--- src/rtl/power_mode_sequencer_pkg.sv ---
// pm_pkg: power-mode constants shared with the clock gating controller, plus state encodings.
package pm_pkg;
    localparam logic [1:0] MODE_DEEPSLEEP = 2'b00;
    localparam logic [1:0] MODE_STANDBY   = 2'b01;
    localparam logic [1:0] MODE_ACTIVE    = 2'b10;
    localparam logic [1:0] MODE_ILLEGAL   = 2'b11;

    typedef enum logic [2:0] {
        ST_ACTIVE    = 3'd0,
        ST_DRAIN     = 3'd1,
        ST_STANDBY   = 3'd2,
        ST_DEEPSLEEP = 3'd3,
        ST_WAKE      = 3'd4
    } pm_state_e;

    function automatic logic [1:0] state_mode(pm_state_e s);
        return (s == ST_STANDBY || s == ST_WAKE) ? MODE_STANDBY :
               (s == ST_DEEPSLEEP) ? MODE_DEEPSLEEP : MODE_ACTIVE;
    endfunction
endpackage

--- src/rtl/power_mode_sequencer_if.sv ---
// power_mode_sequencer_if: software mode-request valid/ready handshake.
interface power_mode_sequencer_if;
    logic       mode_req_valid;
    logic [1:0] mode_req;
    logic       mode_req_ready;
    modport master(output mode_req_valid, mode_req, input mode_req_ready);
    modport slave(input mode_req_valid, mode_req, output mode_req_ready);
endinterface

--- src/rtl/power_mode_sequencer_activity_monitor.sv ---
// pm_activity_monitor: idle counter for auto-demotion and two-sample quiet detector for DRAIN exit.
module pm_activity_monitor #(
    parameter int IDLE_CNT_W = 16
) (
    input  logic                  clk_master,
    input  logic                  rst_n,
    input  logic                  in_active_i,
    input  logic                  in_drain_i,
    input  logic                  busy_i,
    input  logic                  req_valid_i,
    input  logic [IDLE_CNT_W-1:0] idle_timeout_i,
    output logic                  idle_expired_o,
    output logic                  quiet2_o
);
    logic [IDLE_CNT_W-1:0] idle_cnt_q, idle_cnt_d;
    logic [IDLE_CNT_W:0]   idle_next;
    logic                  quiet1_q;
    logic                  idle_tick;

    always_comb begin
        idle_tick      = in_active_i && !busy_i && !req_valid_i;
        idle_next      = {1'b0, idle_cnt_q} + 1'b1;
        idle_cnt_d     = !idle_tick ? '0 : (&idle_cnt_q) ? idle_cnt_q : idle_next[IDLE_CNT_W-1:0];
        // expiry is judged on the count this quiet sample produces, so DRAIN follows the N-th sample
        idle_expired_o = idle_tick && idle_timeout_i != '0 && idle_next >= {1'b0, idle_timeout_i};
        quiet2_o       = in_drain_i && quiet1_q && !busy_i;
    end

    always_ff @(posedge clk_master) begin
        if (!rst_n) begin
            idle_cnt_q <= '0;
            quiet1_q   <= 1'b0;
        end else begin
            idle_cnt_q <= idle_cnt_d;
            quiet1_q   <= in_drain_i && !busy_i;
        end
    end
endmodule

--- src/rtl/power_mode_sequencer.sv ---
// power_mode_sequencer: chip power-mode FSM (Active/Standby/DeepSleep) with drain, auto-demote and wake settle.
module power_mode_sequencer
    import pm_pkg::*;
#(
    parameter int IDLE_CNT_W    = 16,
    parameter int WAKE_SETTLE   = 8,
    parameter int DRAIN_TIMEOUT = 1024
) (
    input  logic                  clk_master,
    input  logic                  rst_n,
    power_mode_sequencer_if.slave req,
    input  logic [IDLE_CNT_W-1:0] idle_timeout,
    input  logic                  cim_active,
    input  logic                  dvfs_busy,
    input  logic                  uart_active,
    input  logic                  wakeup_request,
    input  logic [3:0]            wakeup_source,
    output logic [1:0]            power_mode,
    output logic                  hold_new_work,
    output logic                  mode_done,
    output logic                  req_error,
    output logic [3:0]            wake_cause,
    output logic [2:0]            state_dbg
);
    localparam int DW = $clog2(DRAIN_TIMEOUT);
    localparam int SW = $clog2(WAKE_SETTLE + 1);

    pm_state_e      state_q, state_d, target_q, target_d;
    logic [DW-1:0]  drain_cnt_q, drain_cnt_d;
    logic [SW-1:0]  settle_cnt_q, settle_cnt_d;
    logic           ready_q, done_d, err_d;
    logic [3:0]     cause_d;
    logic           busy, wake, accept, idle_expired, quiet2;

    assign busy               = cim_active | dvfs_busy | uart_active;
    // a wake in a low-power state pre-empts any same-cycle software request
    assign wake               = wakeup_request && (state_q == ST_STANDBY || state_q == ST_DEEPSLEEP);
    assign req.mode_req_ready = ready_q && !wake;
    assign accept             = req.mode_req_valid && req.mode_req_ready;

    pm_activity_monitor #(.IDLE_CNT_W(IDLE_CNT_W)) u_mon (
        .clk_master     (clk_master),
        .rst_n          (rst_n),
        .in_active_i    (state_q == ST_ACTIVE),
        .in_drain_i     (state_q == ST_DRAIN),
        .busy_i         (busy),
        .req_valid_i    (req.mode_req_valid),
        .idle_timeout_i (idle_timeout),
        .idle_expired_o (idle_expired),
        .quiet2_o       (quiet2)
    );

    always_comb begin
        state_d      = state_q;
        target_d     = target_q;
        cause_d      = wake_cause;
        done_d       = 1'b0;
        err_d        = 1'b0;
        drain_cnt_d  = '0;
        settle_cnt_d = '0;
        if (accept && req.mode_req == MODE_ILLEGAL) begin
            err_d = 1'b1;
        end else begin
            case (state_q)
                ST_ACTIVE: begin
                    if (accept && req.mode_req == MODE_ACTIVE) begin
                        done_d = 1'b1;
                    end else if (accept) begin
                        state_d  = ST_DRAIN;
                        target_d = (req.mode_req == MODE_STANDBY) ? ST_STANDBY : ST_DEEPSLEEP;
                    end else if (idle_expired) begin
                        state_d  = ST_DRAIN;
                        target_d = ST_STANDBY;
                    end
                end
                ST_DRAIN: begin
                    if (wakeup_request) begin
                        state_d = ST_ACTIVE;
                        cause_d = wakeup_source;
                    end else if (quiet2) begin
                        state_d = target_q;
                        done_d  = 1'b1;
                    end else if (drain_cnt_q == DW'(DRAIN_TIMEOUT - 1)) begin
                        state_d = ST_ACTIVE;
                        err_d   = 1'b1;
                    end else begin
                        drain_cnt_d = drain_cnt_q + 1'b1;
                    end
                end
                ST_STANDBY, ST_DEEPSLEEP: begin
                    if (wake) begin
                        state_d = ST_WAKE;
                        cause_d = wakeup_source;
                    end else if (accept) begin
                        if (req.mode_req == state_mode(state_q)) begin
                            done_d = 1'b1;
                        end else if (req.mode_req == MODE_DEEPSLEEP) begin
                            state_d  = ST_DRAIN;
                            target_d = ST_DEEPSLEEP;
                        end else begin
                            state_d = ST_WAKE;
                            cause_d = '0;
                        end
                    end
                end
                ST_WAKE: begin
                    if (settle_cnt_q == SW'(WAKE_SETTLE - 1)) begin
                        state_d = ST_ACTIVE;
                        done_d  = 1'b1;
                    end else begin
                        settle_cnt_d = settle_cnt_q + 1'b1;
                    end
                end
                default: state_d = ST_ACTIVE;
            endcase
        end
    end

    always_ff @(posedge clk_master) begin
        if (!rst_n) begin
            state_q       <= ST_ACTIVE;
            target_q      <= ST_STANDBY;
            drain_cnt_q   <= '0;
            settle_cnt_q  <= '0;
            ready_q       <= 1'b1;
            power_mode    <= MODE_ACTIVE;
            hold_new_work <= 1'b0;
            mode_done     <= 1'b0;
            req_error     <= 1'b0;
            wake_cause    <= '0;
            state_dbg     <= '0;
        end else begin
            state_q       <= state_d;
            target_q      <= target_d;
            drain_cnt_q   <= drain_cnt_d;
            settle_cnt_q  <= settle_cnt_d;
            ready_q       <= state_d inside {ST_ACTIVE, ST_STANDBY, ST_DEEPSLEEP};
            power_mode    <= state_mode(state_d);
            hold_new_work <= state_d inside {ST_DRAIN, ST_DEEPSLEEP, ST_WAKE};
            mode_done     <= done_d;
            req_error     <= err_d;
            wake_cause    <= cause_d;
            state_dbg     <= state_d;
        end
    end
endmodule

--- src/flat_wrapper.sv ---
// flat-port wrapper written by rule: the top's interface ports become plain ports
module power_mode_sequencer_flat import pm_pkg::*;
#(
    parameter int IDLE_CNT_W    = 16,
    parameter int WAKE_SETTLE   = 8,
    parameter int DRAIN_TIMEOUT = 1024
)
  (clk_master, rst_n, idle_timeout, cim_active, dvfs_busy, uart_active, wakeup_request, wakeup_source, power_mode, hold_new_work, mode_done, req_error, wake_cause, state_dbg, req_mode_req_valid, req_mode_req, req_mode_req_ready);
  power_mode_sequencer_if req_i ();
  input  logic clk_master;
  input  logic rst_n;
  input  logic [IDLE_CNT_W-1:0] idle_timeout;
  input  logic cim_active;
  input  logic dvfs_busy;
  input  logic uart_active;
  input  logic wakeup_request;
  input  logic [3:0] wakeup_source;
  output logic [1:0] power_mode;
  output logic hold_new_work;
  output logic mode_done;
  output logic req_error;
  output logic [3:0] wake_cause;
  output logic [2:0] state_dbg;
  input wire logic [$bits(req_i.mode_req_valid)-1:0] req_mode_req_valid;
  input wire logic [$bits(req_i.mode_req)-1:0] req_mode_req;
  output wire logic [$bits(req_i.mode_req_ready)-1:0] req_mode_req_ready;
  assign req_i.mode_req_valid = req_mode_req_valid;
  assign req_i.mode_req = req_mode_req;
  assign req_mode_req_ready = req_i.mode_req_ready;
  power_mode_sequencer #(.IDLE_CNT_W(IDLE_CNT_W), .WAKE_SETTLE(WAKE_SETTLE), .DRAIN_TIMEOUT(DRAIN_TIMEOUT)) u_core (.clk_master(clk_master), .rst_n(rst_n), .req(req_i), .idle_timeout(idle_timeout), .cim_active(cim_active), .dvfs_busy(dvfs_busy), .uart_active(uart_active), .wakeup_request(wakeup_request), .wakeup_source(wakeup_source), .power_mode(power_mode), .hold_new_work(hold_new_work), .mode_done(mode_done), .req_error(req_error), .wake_cause(wake_cause), .state_dbg(state_dbg));
endmodule
--- config.mk ---
export PLATFORM = sky130hd
export DESIGN_NAME = power_mode_sequencer_flat
export DESIGN_NICKNAME = d
export VERILOG_FILES = /design/src/rtl/power_mode_sequencer_pkg.sv /design/src/rtl/power_mode_sequencer_if.sv /design/src/rtl/power_mode_sequencer_activity_monitor.sv /design/src/rtl/power_mode_sequencer.sv /design/src/flat_wrapper.sv
export SDC_FILE = /design/constraint.sdc
export NUM_CORES = 1
export LEC_CHECK = 0
export CORE_UTILIZATION = 45
export CTS_BUF_LIST = sky130_fd_sc_hd__clkbuf_4 sky130_fd_sc_hd__clkbuf_8
export CTS_CLUSTER_SIZE = 20
export DETAILED_ROUTE_END_ITERATION = 8
export GPL_ROUTABILITY_DRIVEN = 1
export PLACE_DENSITY = 0.81
export SYNTH_ARGS = -nofsm -noshare
export SYNTH_HDL_FRONTEND = slang
export SYNTH_SLANG_ARGS = --single-unit
--- constraint.sdc ---
create_clock -name clk_master -period 5.42 [get_ports clk_master]
set_input_delay 0.542 -clock clk_master [delete_from_list [all_inputs] [get_ports clk_master]]
set_output_delay 0.542 -clock clk_master [all_outputs]
set_load 0.1 [all_outputs]
==> results of run 1 <==
## worst max-delay path, cell delays in order, from the launching register on
cell	delay, ns
sky130_fd_sc_hd__dfxtp_1	0.43
sky130_fd_sc_hd__ha_1	0.22
sky130_fd_sc_hd__nand3_1	0.14
sky130_fd_sc_hd__nor2_1	0.30
sky130_fd_sc_hd__and3_1	0.22
sky130_fd_sc_hd__xnor2_1	0.14
sky130_fd_sc_hd__inv_1	0.07
sky130_fd_sc_hd__ha_1	0.29
sky130_fd_sc_hd__a211oi_1	0.20
sky130_fd_sc_hd__nor2_1	0.07
sky130_fd_sc_hd__nor3_1	0.19
sky130_fd_sc_hd__o211a_1	0.20
sky130_fd_sc_hd__a21oi_1	0.08
sky130_fd_sc_hd__or2_2	0.31
sky130_fd_sc_hd__a221oi_1	0.24
## synthesized netlist by cell type (2+ instances only)
| master | number |
|---|---|
| sky130_fd_sc_hd__inv_1 | 34 |
| sky130_fd_sc_hd__nand3_1 | 13 |
| sky130_fd_sc_hd__nand4_1 | 12 |
| sky130_fd_sc_hd__nor2_1 | 43 |
| sky130_fd_sc_hd__a31oi_1 | 2 |
| sky130_fd_sc_hd__nand2_1 | 14 |
| sky130_fd_sc_hd__nor3_1 | 10 |
| sky130_fd_sc_hd__buf_2 | 3 |
| sky130_fd_sc_hd__and4_1 | 3 |
| sky130_fd_sc_hd__or3_1 | 4 |
| sky130_fd_sc_hd__nor4_1 | 5 |
| sky130_fd_sc_hd__nand2b_1 | 6 |
| sky130_fd_sc_hd__a21oi_1 | 25 |
| sky130_fd_sc_hd__and2_1 | 9 |
| sky130_fd_sc_hd__clkbuf_1 | 5 |
| sky130_fd_sc_hd__dfxtp_1 | 45 |
| sky130_fd_sc_hd__a22oi_1 | 5 |
| sky130_fd_sc_hd__ha_1 | 19 |
| sky130_fd_sc_hd__a21o_1 | 2 |
| sky130_fd_sc_hd__mux2i_1 | 3 |
| sky130_fd_sc_hd__nand3b_1 | 2 |
| sky130_fd_sc_hd__and3_1 | 4 |
| sky130_fd_sc_hd__a211oi_1 | 3 |
| sky130_fd_sc_hd__xnor2_1 | 12 |
| sky130_fd_sc_hd__buf_4 | 2 |
| sky130_fd_sc_hd__xor2_1 | 12 |
| sky130_fd_sc_hd__o21ai_0 | 8 |
| sky130_fd_sc_hd__or2_2 | 2 |
## flip-flops by register name (all words and copies together) (netlist names), 2 cells and up
register and cells:
u_core.u_mon.idle_cnt_q 16, u_core.drain_cnt_q 10, u_core.settle_cnt_q 4, u_core.wake_cause 4, u_core.state_dbg 3, u_core.power_mode 2
## worst paths after layout
kind	to	depth (start not counted)	slack, ns	from
min	u_core.settle_cnt_q[0]	1	0.46	u_core.settle_cnt_q[0]
min reg2reg	u_core.settle_cnt_q[0]	1	0.46	u_core.settle_cnt_q[0]
max	u_core.target_q[0]	14	2.23	u_core.u_mon.idle_cnt_q[0]
max reg2reg	u_core.target_q[0]	14	2.23	u_core.u_mon.idle_cnt_q[0]
## cell type report
type                    count  area share, %
clock inverters             1          0.233
multi-input cells         242           49.7
repair buffers             41           12.7
inverters                  35           4.07
well taps                  72           2.79
flip-flops and latches     45           27.9
clock buffers               7           2.60
## routing by layer
layer	vias to the layer above	share of wire, %	track usage (%)	wire [microns]
li1	1241	-	-	-
met1	1082	48	23.9	2620
met2	64	46	30.9	2560
met3	8	4.9	3.45	268
met4	0	1.2	5.64	67
met5	-	0	0	0
## cell usage in the layout, fill, tap and decap left out, drive strengths merged, types with 2 or more instances in the layout
cell           count
dfxtp             45
nor2              43
clkdlybuf4s50     41
inv               34
a21oi             26
ha                19
nand2             14
nand3             14
xnor2             12
xor2              12
nand4             12
nor3              10
and2               9
o21ai              8
clkbuf             7
nand2b             6
nor4               5
a22oi              5
and3               4
or3                4
and4               3
mux2i              3
a211oi             3
nand3b             3
a31oi              2
a21o               2
or2                2
a21boi             2
o311ai             2
or3b               2
o22ai              2
a221oi             2
## stage by stage
step	instance area [sq um]	power (mW)
2_1_floorplan	2680	0.415
3_3_place_gp	3140	0.451
3_5_place_dp	3140	0.453
4_1_cts	3230	0.657
5_1_grt	3230	0.682
6_report	3230	0.653
## power by group through the flow
| stage | clock network (mW) | registers (mW) | logic, mW |
|---|---|---|---|
| floorplan | 0 | 0.365 | 0.0499 |
| global placement | 0 | 0.348 | 0.103 |
| detailed placement | 0 | 0.348 | 0.105 |
| CTS | 0.212 | 0.340 | 0.105 |
| global route | 0.228 | 0.341 | 0.113 |
| finish | 0.208 | 0.340 | 0.105 |
## cell families (layout without fill, tap and decap cells)
kind of cell,Yosys count,in the layout,synth area share [%]
flops,45,45,33.6
xor+xnor,24,24,7.83
fa+ha+maj,19,19,8.86
buf+inv,45,84,6.71
compound gates,60,60,15.0
mux,4,4,1.68
simple gates,135,135,26.3
==> summary.md, run 1 <==
| Metric | Value |
|---|---|
| Run status | finished, final reports clean |
| Worst-case setup margin in the final layout | approximately 2.2 ns |
| Max Freq | about 0.31 GHz |
| Clock sink count | 45 |
| Worst min-delay path category | reg -> reg |
| Start-to-end type of the worst setup path | reg -> reg |
| Maximum Capacitance Violations | 0 |
| Global-route wire length before repair | about 9400 microns |
| Sort of element at the end of the critical path | register |
| Layout Skew | ~0.0029 ns |
| Antenna violation net count after detailed routing | 0 |
| Critical path peak fanout | 6 |
| Fin cells | ~440 |
| Layout-stage area growth over the synthesis result | 20.2% |
| Int Pwr | 0.480 mW |
| Total congestion overflow after global routing | 0 |
| Multi-input combinational cell area | approximately 1600 sq um |
| Vias in the first global route | roughly 2200 |
| Number of antenna violations at the first check in global routing | 0 |
| Routed len/inst | 12.5 microns |
| Worst max-slew margin expressed relative to the limit | 34.6% |
| Sequential cell fraction of total power | between 50 and 60% |
| Number of placement rows | 27 |
| Port-buffer cells | roughly 40 |
| Drt pass-1 iters | 4 |
| Number of H-tree levels | 2 |
| Period minus WS final | ~3.2 ns |
| Number of cells produced by synthesis | roughly 330 |
| Filler Cell Count | approximately 520 |
| Die Footprint | 6280 sq um |
| Max clock buf depth | 2 |
| Worst supply voltage drop on vdd | 0.132 mV |
| Remaining routing DRC violations | 0 |
| Number of slew-limit violations in the final report | 0 |
| Number of hold buffers added after CTS | 0 |
| Number of antenna diodes | 0 |
| LEAKAGE | around 1.3 nW |
| Switching Fraction | 26.4% |
| CTS tree | done |
| Largest net degree at the start of global routing | 18 |
| Post-synth design cell area | approximately 2700 sq um |
| Seq cells post-synth | 45 |
| Arrival time of the worst setup path | between 3 and 4 ns |
| Core area | around 5600 sq um |
| Drt total wl | roughly 5500 microns |
| Average size of a mapped cell | around 8 sq um |
| Crit share post-route | between 50% and 60% |
| Effective utilization at floorplan | between 40% and 50% |
| Leading area contributor after synthesis | sky130_fd_sc_hd__dfxtp_1 |
| Post-cts resize count | 0 |
| RSZ-0062 raised after global routing | no |
| Yosys cell types | between 50 and 60 |
| Storage element area | between 900 and 1000 sq um |
| Placer congestion estimate | ~0.87 |
| Number of flops mapped to enable cells by yosys | 0 |
| Asr flop ratio synth | 0% |
| Setup_tns | 0 ns |
| Final Core Density | roughly 57% |
| HPWL Detailed | around 4200 microns |
| Startpoint class of the critical path | register |
| Nets in the synthesized netlist | 380 |
| Die Y | 79.2 microns |
| Layout cells sized above 1 | roughly 5% |
| Slew at the pin closest to its max-slew limit | 0.977 ns |
| Post-CTS setup buffer count | 0 |
| Clock Latency Late Sink | between 0.2 and 0.3 ns |
| Sequential-to-total area share from yosys stat | around 34% |
| Number of cells after detailed placement | 435 |
| Combinational fraction of design power | approximately 16% |
| Number of hold-slack violations in the final timing report | 0 |
| Reported net switching power | 0.172 mW |
| Post-Place Worst Slack | 2.22 ns |
| Clk network pwr share | a little under a third |
| Overall global routing resource usage | between 10% and 20% |
| Dominant synthesized flop cell | sky130_fd_sc_hd__dfxtp_1 |
| Starting DRT DRC Count | 142 |
| Clock transition at the registers of the reported paths | approximately 0.08 ns |
| Total power density per cell area | about 200 nW/um^2 |
| Area share of the largest cell type after synthesis | 33.6% |
| Yosys warning total | 0 |
| Finish-stage setup viols | 0 |
| Number of I/O pins | 42 |
| Total number of vias | around 2400 |
| Nets | ~420 |
| Number of clock buffers inserted by TritonCTS | 5 |
| Biggest area contributors in the synthesized netlist | sky130_fd_sc_hd__dfxtp_1, sky130_fd_sc_hd__ha_1, sky130_fd_sc_hd__nor2_1 |
| CP Data Required Time | about 5.6 ns |
| Master cell of the clock root buffer | sky130_fd_sc_hd__clkbuf_8 |
| Horiz. Die Dim | 79.2 microns |
| Worst hold slack across all endpoints | around 0.46 ns |
| Per-cell via count in the routed design | around 5.4 |
Note: power is estimated with default switching activity, not from simulation.
==> inputs of run 2 (changes only) <==
clock period = 3.3 ns   (was 5.42 ns; I/O delays follow)
==> run 2 against run 1 <==
  * Sequential share of layout area down 0.22 points
  * Power grew 64%
  * Critical endpoint unchanged
  * Wire length increased by 6.0%
  * Flip-flop and latch count is the same
  * Global-route usage up 1.2 points
  * Final area increased by 0.93%
  * Combinational power increased by 64%
  * Highest routed layer unchanged
  * Sequential power is 64% higher
  * Maximum frequency rose by 3.2%
  * Worst setup slack lost 2.0 ns
==> summary.md, run 2 (synthesized netlist as in run 1, its figures left out) <==
| Metric | Value |
|---|---|
| CP Data Required Time | 3.51 ns (-2.11 ns) |
| Run status | finished, final reports clean |
| Master cell of the clock root buffer | sky130_fd_sc_hd__clkbuf_8 |
| Largest net degree at the start of global routing | 18 (unchanged) |
| CTS tree | done |
| HPWL Detailed | 4350 microns (+3.0%) |
| Multi-input combinational cell area | 1620 sq um (+1.1%) |
| Layout-stage area growth over the synthesis result | 21.4% |
| Number of cells after detailed placement | 437 (+0.46%) |
| Number of antenna violations at the first check in global routing | 0 (unchanged) |
| Per-cell via count in the routed design | 5.34 (-1.2%) |
| Worst max-slew margin expressed relative to the limit | 34.4% (-0.28 points) |
| Horiz. Die Dim | 79.2 microns (unchanged) |
| Total number of vias | 2383 (-0.50%) |
| Layout cells sized above 1 | 8.02% (+2.9 points) |
| Crit share post-route | 93.6% (+35 points) |
| Fin cells | 446 (+0.68%) |
| Die Footprint | 6280 sq um (unchanged) |
| Port-buffer cells | 41 (unchanged) |
| Placer congestion estimate | 0.814 (-6.8%) |
| Remaining routing DRC violations | 0 (unchanged) |
| Slew at the pin closest to its max-slew limit | 0.981 ns (+0.00415 ns) |
| Number of antenna diodes | 0 (unchanged) |
| Number of hold buffers added after CTS | 0 (unchanged) |
| Biggest regs | u_core.u_mon.idle_cnt_q (16), u_core.drain_cnt_q (10) |
| Core area | 5640 sq um (unchanged) |
| Finish-stage setup viols | 0 (unchanged) |
| Register-to-Register Path Depth | 12 (-2) |
| Power after layout | 1.07 mW (+64%) |
| Nets | 421 (+0.72%) |
| Arrival time of the worst setup path | 3.30 ns (-0.09 ns) |
| Total power density per cell area | 329 nW/um^2 (+63%) |
| Sort of element at the end of the critical path | register |
| Overall global routing resource usage | 19.7% (+1.2 points) |
| Max Freq | 0.324 GHz (+3.2%) |
| Die Y | 79.2 microns (unchanged) |
| Vias in the first global route | 2281 (+5.6%) |
| Antenna violation net count after detailed routing | 0 (unchanged) |
| Start-to-end type of the worst setup path | reg -> reg |
| Routed len/inst | 13.1 microns (+5.3%) |
| Number of I/O pins | 42 (unchanged) |
| Post-placement cell area | 3140 sq um (+0.16%) |
| Global-route wire length before repair | 9830 microns (+4.8%) |
| Most frequent cells in the layout | sky130_fd_sc_hd__dfxtp_1, sky130_fd_sc_hd__nor2_1, sky130_fd_sc_hd__clkdlybuf4s50_1 |
| Non-Filler Cell Area, Final | 3260 sq um (+0.93%) |
| Cell count of the worst hold path | 1 (unchanged) |
| Number of clock buffers inserted by TritonCTS | 5 (unchanged) |
| Drt total wl | 5850 microns (+6.0%) |
| LEAKAGE | 1.37 nW (+2.2%) |
| Worst min-delay path category | reg -> reg |
| Number of slew-limit violations in the final report | 0 (unchanged) |
| Critical path peak fanout | 4 (-2) |
| Total congestion overflow after global routing | 0 (unchanged) |
| Layout Skew | 0.0100 ns (+0.00713 ns) |
| Clock Latency Late Sink | 0.30 ns (about the same) |
| Number of H-tree levels | 2 (unchanged) |
| Storage element area | 902 sq um (+0.14%) |
| Period minus WS final | 3.09 ns (-0.0992 ns) |
| Starting DRT DRC Count | 113 (-20%) |
| Most common cell after layout, fill and taps aside | sky130_fd_sc_hd__dfxtp_1 |
| Number of placement rows | 27 (unchanged) |
| Filler Cell Count | 532 (+2.1%) |
| Clock sink count | 45 (unchanged) |
| Clock transition at the registers of the reported paths | 0.09 ns (about the same) |
| Effective utilization at floorplan | 47.6% (unchanged) |
| Maximum Capacitance Violations | 0 (unchanged) |
| Startpoint class of the critical path | register |
| Max clock buf depth | 2 (unchanged) |
| Number of hold-slack violations in the final timing report | 0 (unchanged) |
| Drt pass-1 iters | 4 (unchanged) |
| Worst supply voltage drop on vdd | 0.250 mV (+90%) |
| Flip-flop count of the largest register, all copies and words added | 16 (unchanged) |
| Largest register by flop count | u_core.u_mon.idle_cnt_q |
## run 2: cell count changes in the layout (fill, tap and decap cells not counted), moves of 2 or more
cell / change
sky130_fd_sc_hd__clkbuf_4: -2
sky130_fd_sc_hd__nor2_1: -2
sky130_fd_sc_hd__clkdlybuf4s50_1: -4
sky130_fd_sc_hd__buf_4: +7
## run 2: where the power goes
part / leakage (nW) / internal, mW / total [mW] / switching (mW)
combinational: 0.960 / 0.0724 / 0.172 / 0.0997
clock: 0.0445 / 0.150 / 0.341 / 0.191
sequential: 0.364 / 0.550 / 0.559 / 0.00857
total: 1.37 / 0.773 / 1.07 / 0.299
## run 2: worst paths after layout
kind                            slack [ns]                       start                endpoint
worst max-delay path                  0.21  u_core.u_mon.idle_cnt_q[1]      u_core.target_q[0]
worst min-delay path                  0.46      u_core.settle_cnt_q[0]  u_core.settle_cnt_q[0]
worst max register to register        0.21  u_core.u_mon.idle_cnt_q[1]      u_core.target_q[0]
worst min register to register        0.46      u_core.settle_cnt_q[0]  u_core.settle_cnt_q[0]
## run 2: area by class of cell
type | count | share of cell area [%]
clock buffer | 5 | 2.11
clock inverter | 3 | 0.653
inverter | 35 | 4.03
multi-input combinational | 242 | 49.8
sequential | 45 | 27.7
tap | 72 | 2.77
timing repair buffer | 44 | 13.0
## run 2: layer usage
layer	track usage, %	vias up	share of wire [%]
met5	0	-	0
met4	9.09	0	2.1
met3	3.33	13	4.3
met2	34.1	61	49
met1	23.6	1069	44
li1	-	1240	-
## run 2: through the flow
stage               hold WS, ns  setup slack (ns)  util (%)  setup TNS [ns]
floorplan                 0.418             0.475         -               0
global placement          0.434             0.296      55.7               0
detailed placement        0.440            0.0690      55.7               0
CTS                       0.459            0.0681      57.3               0
global route              0.469           -0.0102      57.7         -0.0124
finish                    0.456             0.211      57.7               0
## run 2: what timing repair did
item / CTS / global route
resized for setup: 0 / 5
setup endpoints to repair: 0 / 6
setup buffers: 0 / 1
## run 2: worst max-delay path, stage by stage (launching register included)
cell	delay, ns
sky130_fd_sc_hd__dfxtp_1	0.38
sky130_fd_sc_hd__ha_1	0.20
sky130_fd_sc_hd__nand3_1	0.19
sky130_fd_sc_hd__nor2_1	0.19
sky130_fd_sc_hd__xnor2_1	0.18
sky130_fd_sc_hd__inv_1	0.08
sky130_fd_sc_hd__ha_1	0.30
sky130_fd_sc_hd__a211oi_1	0.24
sky130_fd_sc_hd__nor2_1	0.12
sky130_fd_sc_hd__o41ai_2	0.42
sky130_fd_sc_hd__a21oi_1	0.15
sky130_fd_sc_hd__or2_2	0.31
sky130_fd_sc_hd__a221oi_1	0.25
==> inputs of run 3 (changes only) <==
SLEW_MARGIN = 5   (was default)
==> results of run 3 <==
Same layout as run 2: the final DEF is identical, and so are final timing and power.
==> patch, RTL diff (flow settings as in run 3) <==
`IDLE_CNT_W` is set to 16 in 3 places; all go to 32.
--- a/src/rtl/power_mode_sequencer_activity_monitor.sv
+++ b/src/rtl/power_mode_sequencer_activity_monitor.sv
@@ -2,3 +2,3 @@
 module pm_activity_monitor #(
-    parameter int IDLE_CNT_W = 16
+    parameter int IDLE_CNT_W = 32
 ) (
--- a/src/rtl/power_mode_sequencer.sv
+++ b/src/rtl/power_mode_sequencer.sv
@@ -4,3 +4,3 @@
 #(
-    parameter int IDLE_CNT_W    = 16,
+    parameter int IDLE_CNT_W    = 32,
     parameter int WAKE_SETTLE   = 8,
--- a/src/flat_wrapper.sv
+++ b/src/flat_wrapper.sv
@@ -3,3 +3,3 @@
 #(
-    parameter int IDLE_CNT_W    = 16,
+    parameter int IDLE_CNT_W    = 32,
     parameter int WAKE_SETTLE   = 8,
Interface: changed (resized idle_timeout); port bits go from 42 to 58. No check against the original RTL was run, so the function may have changed too.
==> patch against run 3 <==
The run now ends with negative setup slack left. Global-route usage is 3.7 points higher. Synthesized cell count is 45% higher. Setup slack worse by 0.52 ns. Routed wire length is 85% higher. Utilization is 6.6 points higher. Area after synthesis is 47% higher. Design area is 65% higher. Power is 52% higher. Sequential cell count is 16 higher. Highest routed layer unchanged.
==> patch: results (changes against run 3) <==
outcome:
  status: "complete, but fails checks"
  failed_checks: "negative setup slack"
worst_setup_path:
  crit_path_end: "u_core.hold_new_work"
  critical_path_arrival_ns: 3.88  # +0.58 ns
  r2r_cells: 16  # +4
clock_network:
  htreeDepth: 3  # +1
  clkSlewWorstSetupHoldPaths_ns: 0.07  # -0.02 ns
  numCtsBuffers: 9  # +4
synth:
  ys_seq_area_share_pct: 30.9  # -2.7 points
  synth_mux_area_share_pct: 0.791  # -0.89 points
  synth_adder_area_share_pct: 11.1  # +2.2 points
  ys.warnings.count: 0  # unchanged
  synth_compound_gate_area_share_pct: 13.7  # -1.3 points
  yosys-top-cells-count: "dfxtp_1, inv_1, nor2_1, ha_1, a21oi_1"
  synth_top_area_share_pct: 30.9  # -2.7 points
  yosys_most_used_dff: "dfxtp_1"
  synth_xor_area_share_pct: 9.53  # +1.7 points
  yosys-top-cells-area: "dfxtp_1, ha_1, inv_1, xor2_1, a21oi_1"
final_layout:
  reg.largest.list: "u_core.u_mon.idle_cnt_q x32, u_core.drain_cnt_q x10"
  drive_above_1_share_pct: 19.9  # +12 points
  layout.nets: 664  # +58%
  fillers: 655  # +23%
global_route:
  grt_usage_pct: 23.4  # +3.7 points
  globalRouteMet3Util_pct: 5.29  # +2.0 points
  grt_pass1_wl_mm: 16.5  # +68%
  grt_max_degree: 31  # +13
  met1_usage_pct: 28.5  # +4.9 points
  first_global_vias: 3682  # +61%
  grtUsageMet2_pct: 40.0  # +5.9 points
route:
  wirelength_mm: 10.9  # +85%
  drt-initial-drc-count: 212  # +88%
  wl_met3_um: 732  # +190%
  avgViaCountPerCell: 5.55  # +4.0%
  wl_met2_mm: 5.30  # +84%
  firstDrtPassIters: 5  # +1
  wl_met1_mm: 4.64  # +79%
timing:
  fin_skew_ns: 0.0154  # +0.00534 ns
  hold-worst-slack_ns: 0.471  # +0.0154 ns
  relSlewSlack_pct: 34.5  # +0.098 points
  worst_slack_ns: -0.310  # -0.521 ns
  setup_viol: 6  # +6
  setup_tns_ns: -1.71  # -1.71 ns
placement:
  pre_cts_ws_ns: -0.267  # -0.336 ns
  gp_congestion: 0.822  # +1.1%
  port-buffer-count: 57  # +39%
pwr:
  power.internal_mw: 1.22  # +58%
  power.leakage_nw: 2.50  # +82%
-- patch: power by group through the flow --
stage | registers [mW] | clock network, mW | logic [mW]
after detailed placement | 0.764 | 0 | 0.199
final | 0.748 | 0.671 | 0.209
after floorplan | 0.788 | 0 | 0.0876
after CTS | 0.748 | 0.687 | 0.203
after global placement | 0.764 | 0 | 0.195
after global routing | 0.748 | 0.716 | 0.225
-- patch: logic make-up after synthesis --
kind of cell               Yosys count
AOI/OAI and AO/OA                   77
adders and majority gates           35
buffers and inverters               77
and+or+nand+nor                    185
muxes                                3
xor gates and xnor gates            43
DFF                                 61
-- patch: worst max-delay path, cell delays in order, from the launching register on --
cell      delay (ns)
dfxtp_2         0.36
buf_6           0.12
nand3_4         0.09
nor4_4          0.30
buf_4           0.15
and3_4          0.23
nand2_1         0.10
xor2_2          0.15
inv_1           0.07
ha_1            0.29
nand4_1         0.12
or4_4           0.52
a211oi_2        0.24
or4_4           0.18
a211oi_4        0.06
o311ai_4        0.34
mux2i_1         0.22
-- patch: what timing repair did --
| item | CTS | global route |
|---|---|---|
| gates resized for setup | 10 | 23 |
| setup endpoints to repair | 6 | 6 |
| cloned | 0 | 0 |
| pin swaps | 11 | 18 |
| setup buffers | 4 | 9 |
-- patch: final cells by class --
cell class | instances | area (µm²) | share of cell area (%)
Sequential cell | 61 | 1230 | 22.9
Clock buffer | 11 | 151 | 2.82
Multi-Input combinational cell | 343 | 2610 | 48.6
Timing Repair Buffer | 108 | 965 | 18.0
Inverter | 61 | 229 | 4.27
Clock inverter | 4 | 47.5 | 0.887
Tap cell | 105 | 131 | 2.45
-- patch: through the flow --
stage / std cells / cell area (µm²)
detailed placement: 665 / 4890
finish: 693 / 5360
global placement: 665 / 4890
CTS: 684 / 5170
global route: 693 / 5360
floorplan: 481 / 3990
